<file path="src/rtl/keypad_pkg.sv">
// Shared types and helpers for the 4x4 keypad scanner.
// Column helpers assume active-low column lines.
package keypad_pkg;

  localparam int NUM_ROWS  = 4;
  localparam int NUM_COLS  = 4;
  localparam int CODE_W    = 4;
  localparam int ROW_IDX_W = $clog2(NUM_ROWS);
  localparam int COL_IDX_W = $clog2(NUM_COLS);

  typedef enum logic [1:0] {
    SCAN,
    DEBOUNCE,
    EMIT,
    RELEASE
  } scan_state_t;

  function automatic logic single_low(input logic [NUM_COLS-1:0] v);
    int n;
    n = 0;
    for (int i = 0; i < NUM_COLS; i++) begin
      if (!v[i]) n++;
    end
    return (n == 1);
  endfunction

  function automatic logic [COL_IDX_W-1:0] low_index(input logic [NUM_COLS-1:0] v);
    logic [COL_IDX_W-1:0] idx;
    idx = '0;
    for (int i = 0; i < NUM_COLS; i++) begin
      if (!v[i]) idx = COL_IDX_W'(i);
    end
    return idx;
  endfunction

endpackage

</file>
<file path="src/rtl/keypad_scan_ctrl_if.sv">
// Keypad-side and decoder-side signals of the scan controller.
// master = the controller, slave = keypad matrix plus downstream decoder.
interface keypad_scan_ctrl_if;

  logic [keypad_pkg::NUM_COLS-1:0] col;
  logic [keypad_pkg::NUM_ROWS-1:0] row;
  logic [keypad_pkg::CODE_W-1:0]   code;
  logic                            rd_enable;
  logic                            key_held;

  modport master (
    input  col,
    output row,
    output code,
    output rd_enable,
    output key_held
  );

  modport slave (
    output col,
    input  row,
    input  code,
    input  rd_enable,
    input  key_held
  );

endinterface

</file>
<file path="src/rtl/keypad_col_sync.sv">
// Two-flop synchroniser for the raw keypad columns.
// Resets to all-ones so an idle (no key) pattern is seen from the start.
module keypad_col_sync #(
  parameter int W = 4
) (
  input  logic         clock,
  input  logic         reset,
  input  logic [W-1:0] d,
  output logic [W-1:0] q
);

  logic [W-1:0] meta_q;
  logic [W-1:0] sync_q;

  always_ff @(posedge clock or posedge reset) begin
    if (reset) begin
      meta_q <= '1;
      sync_q <= '1;
    end else begin
      meta_q <= d;
      sync_q <= meta_q;
    end
  end

  assign q = sync_q;

endmodule

</file>
<file path="src/rtl/keypad_scan_ctrl.sv">
// Row scanner, press/release debouncer and one-shot key strobe for a 4x4 keypad.
// All outputs are registered; the strobe lasts exactly one cycle per debounced press.
module keypad_scan_ctrl
  import keypad_pkg::*;
#(
  parameter int SETTLE_CYCLES   = 3,
  parameter int DEBOUNCE_CYCLES = 4
) (
  input  logic                clock,
  input  logic                reset,
  keypad_scan_ctrl_if.master  kif
);

  localparam int DW = (SETTLE_CYCLES > 1)   ? $clog2(SETTLE_CYCLES)   : 1;
  localparam int CW = (DEBOUNCE_CYCLES > 1) ? $clog2(DEBOUNCE_CYCLES) : 1;
  localparam logic [DW-1:0]       DWELL_LAST = DW'(SETTLE_CYCLES - 1);
  localparam logic [CW-1:0]       DEB_LAST   = CW'(DEBOUNCE_CYCLES - 1);
  localparam logic [NUM_ROWS-1:0] ROW_ONE    = NUM_ROWS'(1);

  logic [NUM_COLS-1:0] col_s;

  scan_state_t          state_q, state_d;
  logic [ROW_IDX_W-1:0] row_idx_q, row_idx_d;
  logic [DW-1:0]        dwell_q, dwell_d;
  logic [CW-1:0]        deb_q, deb_d;
  logic [ROW_IDX_W-1:0] lat_row_q, lat_row_d;
  logic [COL_IDX_W-1:0] lat_col_q, lat_col_d;
  logic [NUM_COLS-1:0]  lat_pat_q, lat_pat_d;
  logic [NUM_ROWS-1:0]  row_q, row_d;
  logic [CODE_W-1:0]    code_q, code_d;
  logic                 rd_en_q, rd_en_d;
  logic                 key_held_q, key_held_d;

  keypad_col_sync #(.W(NUM_COLS)) u_col_sync (
    .clock (clock),
    .reset (reset),
    .d     (kif.col),
    .q     (col_s)
  );

  always_comb begin
    state_d    = state_q;
    row_idx_d  = row_idx_q;
    dwell_d    = dwell_q;
    deb_d      = deb_q;
    lat_row_d  = lat_row_q;
    lat_col_d  = lat_col_q;
    lat_pat_d  = lat_pat_q;
    code_d     = code_q;
    rd_en_d    = 1'b0;
    key_held_d = key_held_q;

    case (state_q)
      SCAN: begin
        // Columns are only trusted once the row has settled through the synchroniser.
        if (dwell_q == DWELL_LAST) begin
          if (single_low(col_s)) begin
            lat_row_d = row_idx_q;
            lat_col_d = low_index(col_s);
            lat_pat_d = col_s;
            deb_d     = '0;
            state_d   = DEBOUNCE;
          end else begin
            row_idx_d = row_idx_q + ROW_IDX_W'(1);
            dwell_d   = '0;
          end
        end else begin
          dwell_d = dwell_q + DW'(1);
        end
      end

      DEBOUNCE: begin
        if (col_s == lat_pat_q) begin
          if (deb_q == DEB_LAST) begin
            state_d    = EMIT;
            code_d     = {lat_row_q, lat_col_q};
            rd_en_d    = 1'b1;
            key_held_d = 1'b1;
          end else begin
            deb_d = deb_q + CW'(1);
          end
        end else begin
          state_d   = SCAN;
          row_idx_d = row_idx_q + ROW_IDX_W'(1);
          dwell_d   = '0;
        end
      end

      EMIT: begin
        deb_d   = '0;
        state_d = RELEASE;
      end

      RELEASE: begin
        // Any low column (the same key or another one) restarts the release count.
        if (col_s == '1) begin
          if (deb_q == DEB_LAST) begin
            key_held_d = 1'b0;
            state_d    = SCAN;
            row_idx_d  = row_idx_q + ROW_IDX_W'(1);
            dwell_d    = '0;
          end else begin
            deb_d = deb_q + CW'(1);
          end
        end else begin
          deb_d = '0;
        end
      end

      default: state_d = SCAN;
    endcase

    row_d = ~(ROW_ONE << row_idx_d);
  end

  always_ff @(posedge clock or posedge reset) begin
    if (reset) begin
      state_q    <= SCAN;
      row_idx_q  <= '0;
      dwell_q    <= '0;
      deb_q      <= '0;
      lat_row_q  <= '0;
      lat_col_q  <= '0;
      lat_pat_q  <= '1;
      row_q      <= ~ROW_ONE;
      code_q     <= '0;
      rd_en_q    <= 1'b0;
      key_held_q <= 1'b0;
    end else begin
      state_q    <= state_d;
      row_idx_q  <= row_idx_d;
      dwell_q    <= dwell_d;
      deb_q      <= deb_d;
      lat_row_q  <= lat_row_d;
      lat_col_q  <= lat_col_d;
      lat_pat_q  <= lat_pat_d;
      row_q      <= row_d;
      code_q     <= code_d;
      rd_en_q    <= rd_en_d;
      key_held_q <= key_held_d;
    end
  end

  assign kif.row       = row_q;
  assign kif.code      = code_q;
  assign kif.rd_enable = rd_en_q;
  assign kif.key_held  = key_held_q;

endmodule

</file>
<file path="src/flat_wrapper.sv">
// flat-port wrapper written by rule: the top's interface ports become plain ports
module keypad_scan_ctrl_flat import keypad_pkg::*;
#(
  parameter int SETTLE_CYCLES   = 3,
  parameter int DEBOUNCE_CYCLES = 4
)
  (clock, reset, kif_col, kif_row, kif_code, kif_rd_enable, kif_key_held);
  keypad_scan_ctrl_if kif_i ();
  input  logic clock;
  input  logic reset;
  input wire logic [$bits(kif_i.col)-1:0] kif_col;
  output wire logic [$bits(kif_i.row)-1:0] kif_row;
  output wire logic [$bits(kif_i.code)-1:0] kif_code;
  output wire logic [$bits(kif_i.rd_enable)-1:0] kif_rd_enable;
  output wire logic [$bits(kif_i.key_held)-1:0] kif_key_held;
  assign kif_i.col = kif_col;
  assign kif_row = kif_i.row;
  assign kif_code = kif_i.code;
  assign kif_rd_enable = kif_i.rd_enable;
  assign kif_key_held = kif_i.key_held;
  keypad_scan_ctrl #(.SETTLE_CYCLES(SETTLE_CYCLES), .DEBOUNCE_CYCLES(DEBOUNCE_CYCLES)) u_core (.clock(clock), .reset(reset), .kif(kif_i));
endmodule
</file>
<file path="config.mk">
export PLATFORM = sky130hd
export DESIGN_NAME = keypad_scan_ctrl_flat
export DESIGN_NICKNAME = d
export VERILOG_FILES = /design/src/rtl/keypad_pkg.sv /design/src/rtl/keypad_scan_ctrl_if.sv /design/src/rtl/keypad_col_sync.sv /design/src/rtl/keypad_scan_ctrl.sv /design/src/flat_wrapper.sv
export SDC_FILE = /design/constraint.sdc
export NUM_CORES = 1
export LEC_CHECK = 0
export ABC_AREA = 1
export CAP_MARGIN = 30
export CORE_UTILIZATION = 40
export CTS_CLUSTER_DIAMETER = 150
export DETAILED_ROUTE_END_ITERATION = 10
export GPL_TIMING_DRIVEN = 0
export SYNTH_ARGS = -nofsm -noshare
export SYNTH_HDL_FRONTEND = slang
export SYNTH_SLANG_ARGS = --single-unit
export TNS_END_PERCENT = 10
</file>
<file path="constraint.sdc">
create_clock -name clock -period 3.4 [get_ports clock]
set_input_delay 0.85 -clock clock [delete_from_list [all_inputs] [get_ports clock]]
set_output_delay 0.85 -clock clock [all_outputs]
set_load 0.02 [all_outputs]
</file>
# Yosys cells after proc, flatten, opt, wreduce, memory -nomap -nowiden

Cells that the tools add are included.

Flip-flop bits (word level): 34
Word-level logic and storage cells: 93

Bitwise operators: 1
Multiplexer cells: 46
$add $sub $neg: 6
Shift operators: 1
Equal/unequal tests: 17
Reduce and logical (&&, ||, !) cells: 9

Operators with widths:

| kind                  | count |
|---|---|
| $mux 32               | 11 |
| $add 32x2->32 const B | 3 |
| $mux 2                | 21 |
| $eq 32x2->1 const B   | 1 |
| $pmux 2 s4            | 2 |
| $reduce_and 5->1      | 3 |
| $ne 2x1->1 const B    | 6 |
| $pmux 2 s3            | 2 |
| $mux 1                | 9 |
| $reduce_and 3->1      | 3 |
| $eq 2x2->1 const B    | 4 |
| $add 2x1->2 const B   | 3 |
| $ne 3x3->1 const B    | 2 |
| $eq 4x4->1            | 1 |
| $eq 4x4->1 const B    | 1 |
| $not 4->4             | 1 |
| $shl 1x2->4 const A   | 1 |
| $reduce_bool 3->1     | 1 |
| $eq 2x1->1 const B    | 1 |
| $logic_not 2->1       | 1 |
| $ne 2x2->1 const B    | 1 |
| $pmux 1 s2            | 1 |
| $reduce_bool 2->1     | 1 |

# Logic depth before layout (Yosys ltp)

Depth after elaboration: 21
Depth in mapped cells: 17

# By module

From an unflattened synthesis, not the netlist that was laid out.

Cell total of the unflattened synthesis: 212
Area, all modules: 1784.2 µm²

By module, submodules not included:

| module           | seq. area each (µm²) | area an instance (µm²) | cells each | times used |
|---|---|---|---|---|
| keypad_scan_ctrl | 659.4                | 1570.3                 | 203        | 1 |
| keypad_col_sync  | 210.2                | 214.0                  | 9          | 1 |

# Least setup slack after synthesis

Ideal clock, no wire load.

Kind: register to register
Start point: register u_core.u_col_sync.sync_q[0] (netlist: u_core.u_col_sync.q[0])
End point: register u_core.row_q[0] (netlist: u_core.kif.row[0])
Arrival time: 2074 ps
Setup time: 118 ps
Data required time: 3282 ps
Stages on the path, launching flop included: 18
Setup slack: 1208 ps
Path buffers: 0
Cells stage by stage: dfstp_2 inv_1 ha_1 inv_1 nand2_1 nand2_2 inv_1 ha_1 nor2_1 nand2_1 o21ai_2 nand2_2 nand2_2 nand2_2 nand3_2 nand2_2 nand2_2 nand2_1

Longest elaborated chain between the ends: 21
Elaborated cells on any way between the ends: 25
Those cells by class: add/sub (3); eq/ne (3); shift (1); mux (17); bitwise (1)

Ends and longest elaborated chain:

| item                   | RTL line                | text |
|---|---|---|
| start, declared        | keypad_col_sync.sv:13   | `logic [W-1:0] sync_q;` |
| start signal, assigned | keypad_col_sync.sv:21   | `sync_q <= meta_q;` |
| $mux 1                 | keypad_pkg.sv:22        | `if (!v[i]) n++;` |
| $mux 32                | keypad_scan_ctrl.sv:56  | `if (dwell_q == DWELL_LAST) begin` |
| $mux 32                | keypad_scan_ctrl.sv:53  | `case (state_q)` |
| $add 32x2->32          | keypad_pkg.sv:22        |  |
| $mux 32                | keypad_pkg.sv:22        |  |
| $mux 32                | keypad_scan_ctrl.sv:56  |  |
| $mux 32                | keypad_scan_ctrl.sv:53  |  |
| $add 32x2->32          | keypad_pkg.sv:22        |  |
| (+6 left out)          | --                      |  |
| $mux 32                | keypad_scan_ctrl.sv:53  |  |
| $eq 32x2->1            | keypad_pkg.sv:24        | `return (n == 1);` |
| $mux 2                 | keypad_scan_ctrl.sv:57  | `if (single_low(col_s)) begin` |
| $mux 2                 | keypad_scan_ctrl.sv:56  |  |
| $pmux 2 s3 *           | keypad_scan_ctrl.sv:53  |  |
| $shl 1x2->4 *          | keypad_scan_ctrl.sv:113 | `row_d = ~(ROW_ONE << row_idx_d);` |
| $not 4->4 *            | keypad_scan_ctrl.sv:113 |  |
| via u_core.row_d[0]    | keypad_scan_ctrl.sv:29  | `logic [NUM_ROWS-1:0] row_q, row_d;` |
| end signal, assigned   | keypad_scan_ctrl.sv:125 | `row_q <= ~ROW_ONE;` |
| end signal, assigned   | keypad_scan_ctrl.sv:137 | `row_q <= row_d;` |
| end, declared          | keypad_scan_ctrl.sv:29  |  |

Mark *: on every way through the listed nets, which the timed path passes. The rest lies on a longest branch. The select of a mux whose other input is x is not followed.
A chain may end at the register's enable or synchronous reset.

# Worst setup path in the final report

Same ends and word-level chain as after synthesis.

==> results.md <==
* Status: complete, no violations
* Die Width at 68.13 µm
* Power per standard cell area at 781.7 nW/µm²
* RSZ-0062 raised after global routing: false
* Critical Path Most Common Cell: nand2_2
* Ant diodes at 0
* Worst-Margin Slew at 0.6345 ns
* Synth Register Bits at 34
* Number of nets in the layout at roughly 240
* H-tree depth at 2
* Setup Total Neg Slack at 0 ns
* CP startpoint kind: register
* CTS tree: yes
* Final ANT Viol Nets at 0
* Top-area cell type share of the netlist area at 0.2718
* Wirelength per Cell at around 11 µm
* Commonest non-fill, non-tap cells in the layout: nand2_1, inv_1, dfrtp_1
* VDD IR max at 0.0003007 V
* Iter 0 DRT Violations at 52
* Mapped Cells at between 200 and 250
* Worst Path Arrival at 2.52 ns
* Syn_area_per_cell at ~8.4 µm²
* Vert. Die Dim at 68.13 µm
* CP bufs+invs at 3
* Largest net degree at the start of global routing at 21
* Clock sinks at 34
* Max-cap violations at 0
* Starting Density at 0.4280
* Share of cells above drive strength 1 at 0.2232
* Final WL at about 3000 µm
* Commonest non-fill, non-tap cell in the layout: nand2_1
* Worst setup EP type: register
* Synth warn at 0
* Synth Flop Type: dfrtp_1
* Lkg Pwr at 1.038 nW
* Vias per Instance at 4.601
* Crit Path Max Fanout at 5
* Core Area at just over 4000 µm²
* Min-Delay Path Class: register to register
* Post-place setup slack at 1.069 ns
* Hold_buf cts at 0
* Drc violations at 0
* Antenna violations before repair at 0
* Internal power at 984.1 µW
* Total track usage at 0.1665
* Global-route wire length before repair at 5478 µm
* Cell taking the most area after synthesis: dfrtp_1
* Rel. slew slack at 0.5766
* Syn Nets at 219
* Clk Latency, worst-skew pair at 0.29 ns
* FMAX at 429.1 MHz
* HPWL after DPL at about 2300 µm
* Clock-pin transition on the worst setup and hold timing paths at 0.07 ns
* TritonCTS buffer count at 5
* Max incr delay on CP at around 0.55 ns
* Crit path max-delay family: simple AND/OR/NAND/NOR gates
* Gate power share at 0.414
* Switching pwr at 642.5 µW
* Sw Ratio at 0.3950
* PostCTS Resize Cnt at 0
* Crit-path cells: inv_1, ha_1, inv_1, nand2_1, nand2_2, inv_1, ha_1, nor2_1, nand2_1, o21ai_2, nand2_2, nand2_2, nand2_2, nand3_2, nand2_2, nand2_2, nand2_1
* CP Data Required Time at 3.59 ns
* Layout area overhead at 18.96%
* Worst path slowest cell: dfstp_2
* Sequential share of the synthesized area at 0.4971
* Max-slew violation count at 0
* Die area at around 4600 µm²
* Sequential Power Share at 0.395
* Number of synthesized flops with an enable pin at 0
* PortBufs at 15
* Largest cells by area after synthesis: dfrtp_1, dfstp_2, nand2_1
* Row Count at 23
* Critical path class: register to register
* Grt ovf at 0
* Final Critical Period at 2.331 ns
* Synthesized cell area at 1749 µm²
* Vias in the first global route at 1201
* Root Buffer Master: clkbuf_8
* Setup-failing EPs final at 0
* Clock share of power at 0.192
* Setup ws final at between 1 and 1.5 ns
* Crit share post-route at 0.6855
* Clock Path Buffers at 2
* Routability Congestion at ~0.8
* Final Skew at slightly below 0.007 ns
* Synth cell types at 27
* Post-CTS setup buffers at 0
* DR pass1 iterations at 4
* Hold Vio Cnt, Final at 0
* Vias at 1302
* Post-synth ARST share at 1.000
* I/O pin count at 16
## stage by stage
step	cell area [µm²]	hold slack [ns]	cells	utilization	power (mW)
finish	2081	0.3503	283	0.5092	1.627
global route	2081	0.3597	283	0.5092	1.787
CTS	2081	0.3577	283	0.5092	1.648
detailed placement	1989	0.3485	275	0.4868	1.327
global placement	1962	0.3453	274	0.4801	1.314
floorplan	1749	0.3452	209	-	1.154
## per-layer routing
metal / routed length (µm) / part of all wire / GRT usage
met1: 1538 / 0.51 / 0.2156
met4: 85 / 0.028 / 0.09375
met2: 1269 / 0.42 / 0.2451
met5: 0 / 0 / 0
met3: 126 / 0.042 / 0.05000
## kinds of logic (layout without fill, tap and decap cells)
family          count (synthesis)  count (layout)  synth area share
simple gates                  113             113            0.3112
flops                          34              34            0.4971
buf+inv                        31              55           0.06796
compound gates                 25              25           0.08512
fa+ha+maj                       4               4           0.02861
xor+xnor                        2               2           0.01002
## final cells by class
type,count,area (µm²)
Fill cell,398,2006
Clock inverter,1,5.005
Sequential cell,34,869.6
Inverter,29,108.9
Buffer,2,10.01
Timing Repair Buffer,16,177.7
Tap cell,50,62.56
Multi-Input combinational cell,144,760.7
Clock buffer,7,86.33
## synthesized netlist by cell type, drive strengths merged, types with 2 or more instances
cell type,instances
o211ai,3
dfrtp,19
nor2,14
inv,29
ha,4
dfstp,15
nand4,3
buf,2
nand2,77
o21ai,19
nand3,17
## registers in the layout, indices dropped and copies added (netlist names), named ones only
register and cells:
u_core.deb_q 2, u_core.dwell_q 2, u_core.kif.code 4, u_core.kif.key_held 1, u_core.kif.rd_enable 1, u_core.kif.row 4, u_core.lat_col_q 2, u_core.lat_pat_q 4
u_core.lat_row_q 2, u_core.row_idx_q 2, u_core.state_q 1, u_core.u_col_sync.meta_q 4, u_core.u_col_sync.q 4
## path summary, 6_finish.rpt
path | startpoint | endpoint | slack, ns | cells past startpoint
worst max-delay path | u_core.u_col_sync.q[0]$_DFF_PP1_ | u_core.kif.row[0]$_DFF_PP0_ | 1.07 | 17
worst min-delay path | u_core.u_col_sync.meta_q[1]$_DFF_PP1_ | u_core.u_col_sync.q[1]$_DFF_PP1_ | 0.35 | 0
worst max register to register | u_core.u_col_sync.q[0]$_DFF_PP1_ | u_core.kif.row[0]$_DFF_PP0_ | 1.07 | 17
worst min register to register | u_core.u_col_sync.meta_q[1]$_DFF_PP1_ | u_core.u_col_sync.q[1]$_DFF_PP1_ | 0.35 | 0
max in group asynchronous | reset | u_core.u_col_sync.q[2]$_DFF_PP1_ | 1.87 | 3
min in group asynchronous | reset | async pin | 0.94 | 2
## worst reg2reg max path, cell delays in order, from the launching register on
cell and delay (ns):
dfstp_2 0.55, inv_1 0.07, ha_1 0.32, inv_1 0.06, nand2_1 0.05, nand2_2 0.09
inv_1 0.05, ha_1 0.28, nor2_1 0.08, nand2_1 0.07, o21ai_2 0.08, nand2_2 0.12
nand2_2 0.10, nand2_2 0.05, nand3_2 0.10, nand2_2 0.06, nand2_2 0.06, nand2_1 0.05
## power groups by stage
stage	combinational, mW	sequential, mW	clock (mW)
after floorplan	0.479	0.675	0
after global placement	0.670	0.644	0
after detailed placement	0.678	0.649	0
after CTS	0.681	0.643	0.323
after global routing	0.785	0.665	0.337
final	0.673	0.642	0.312
(Power assumes the default switching activity.)
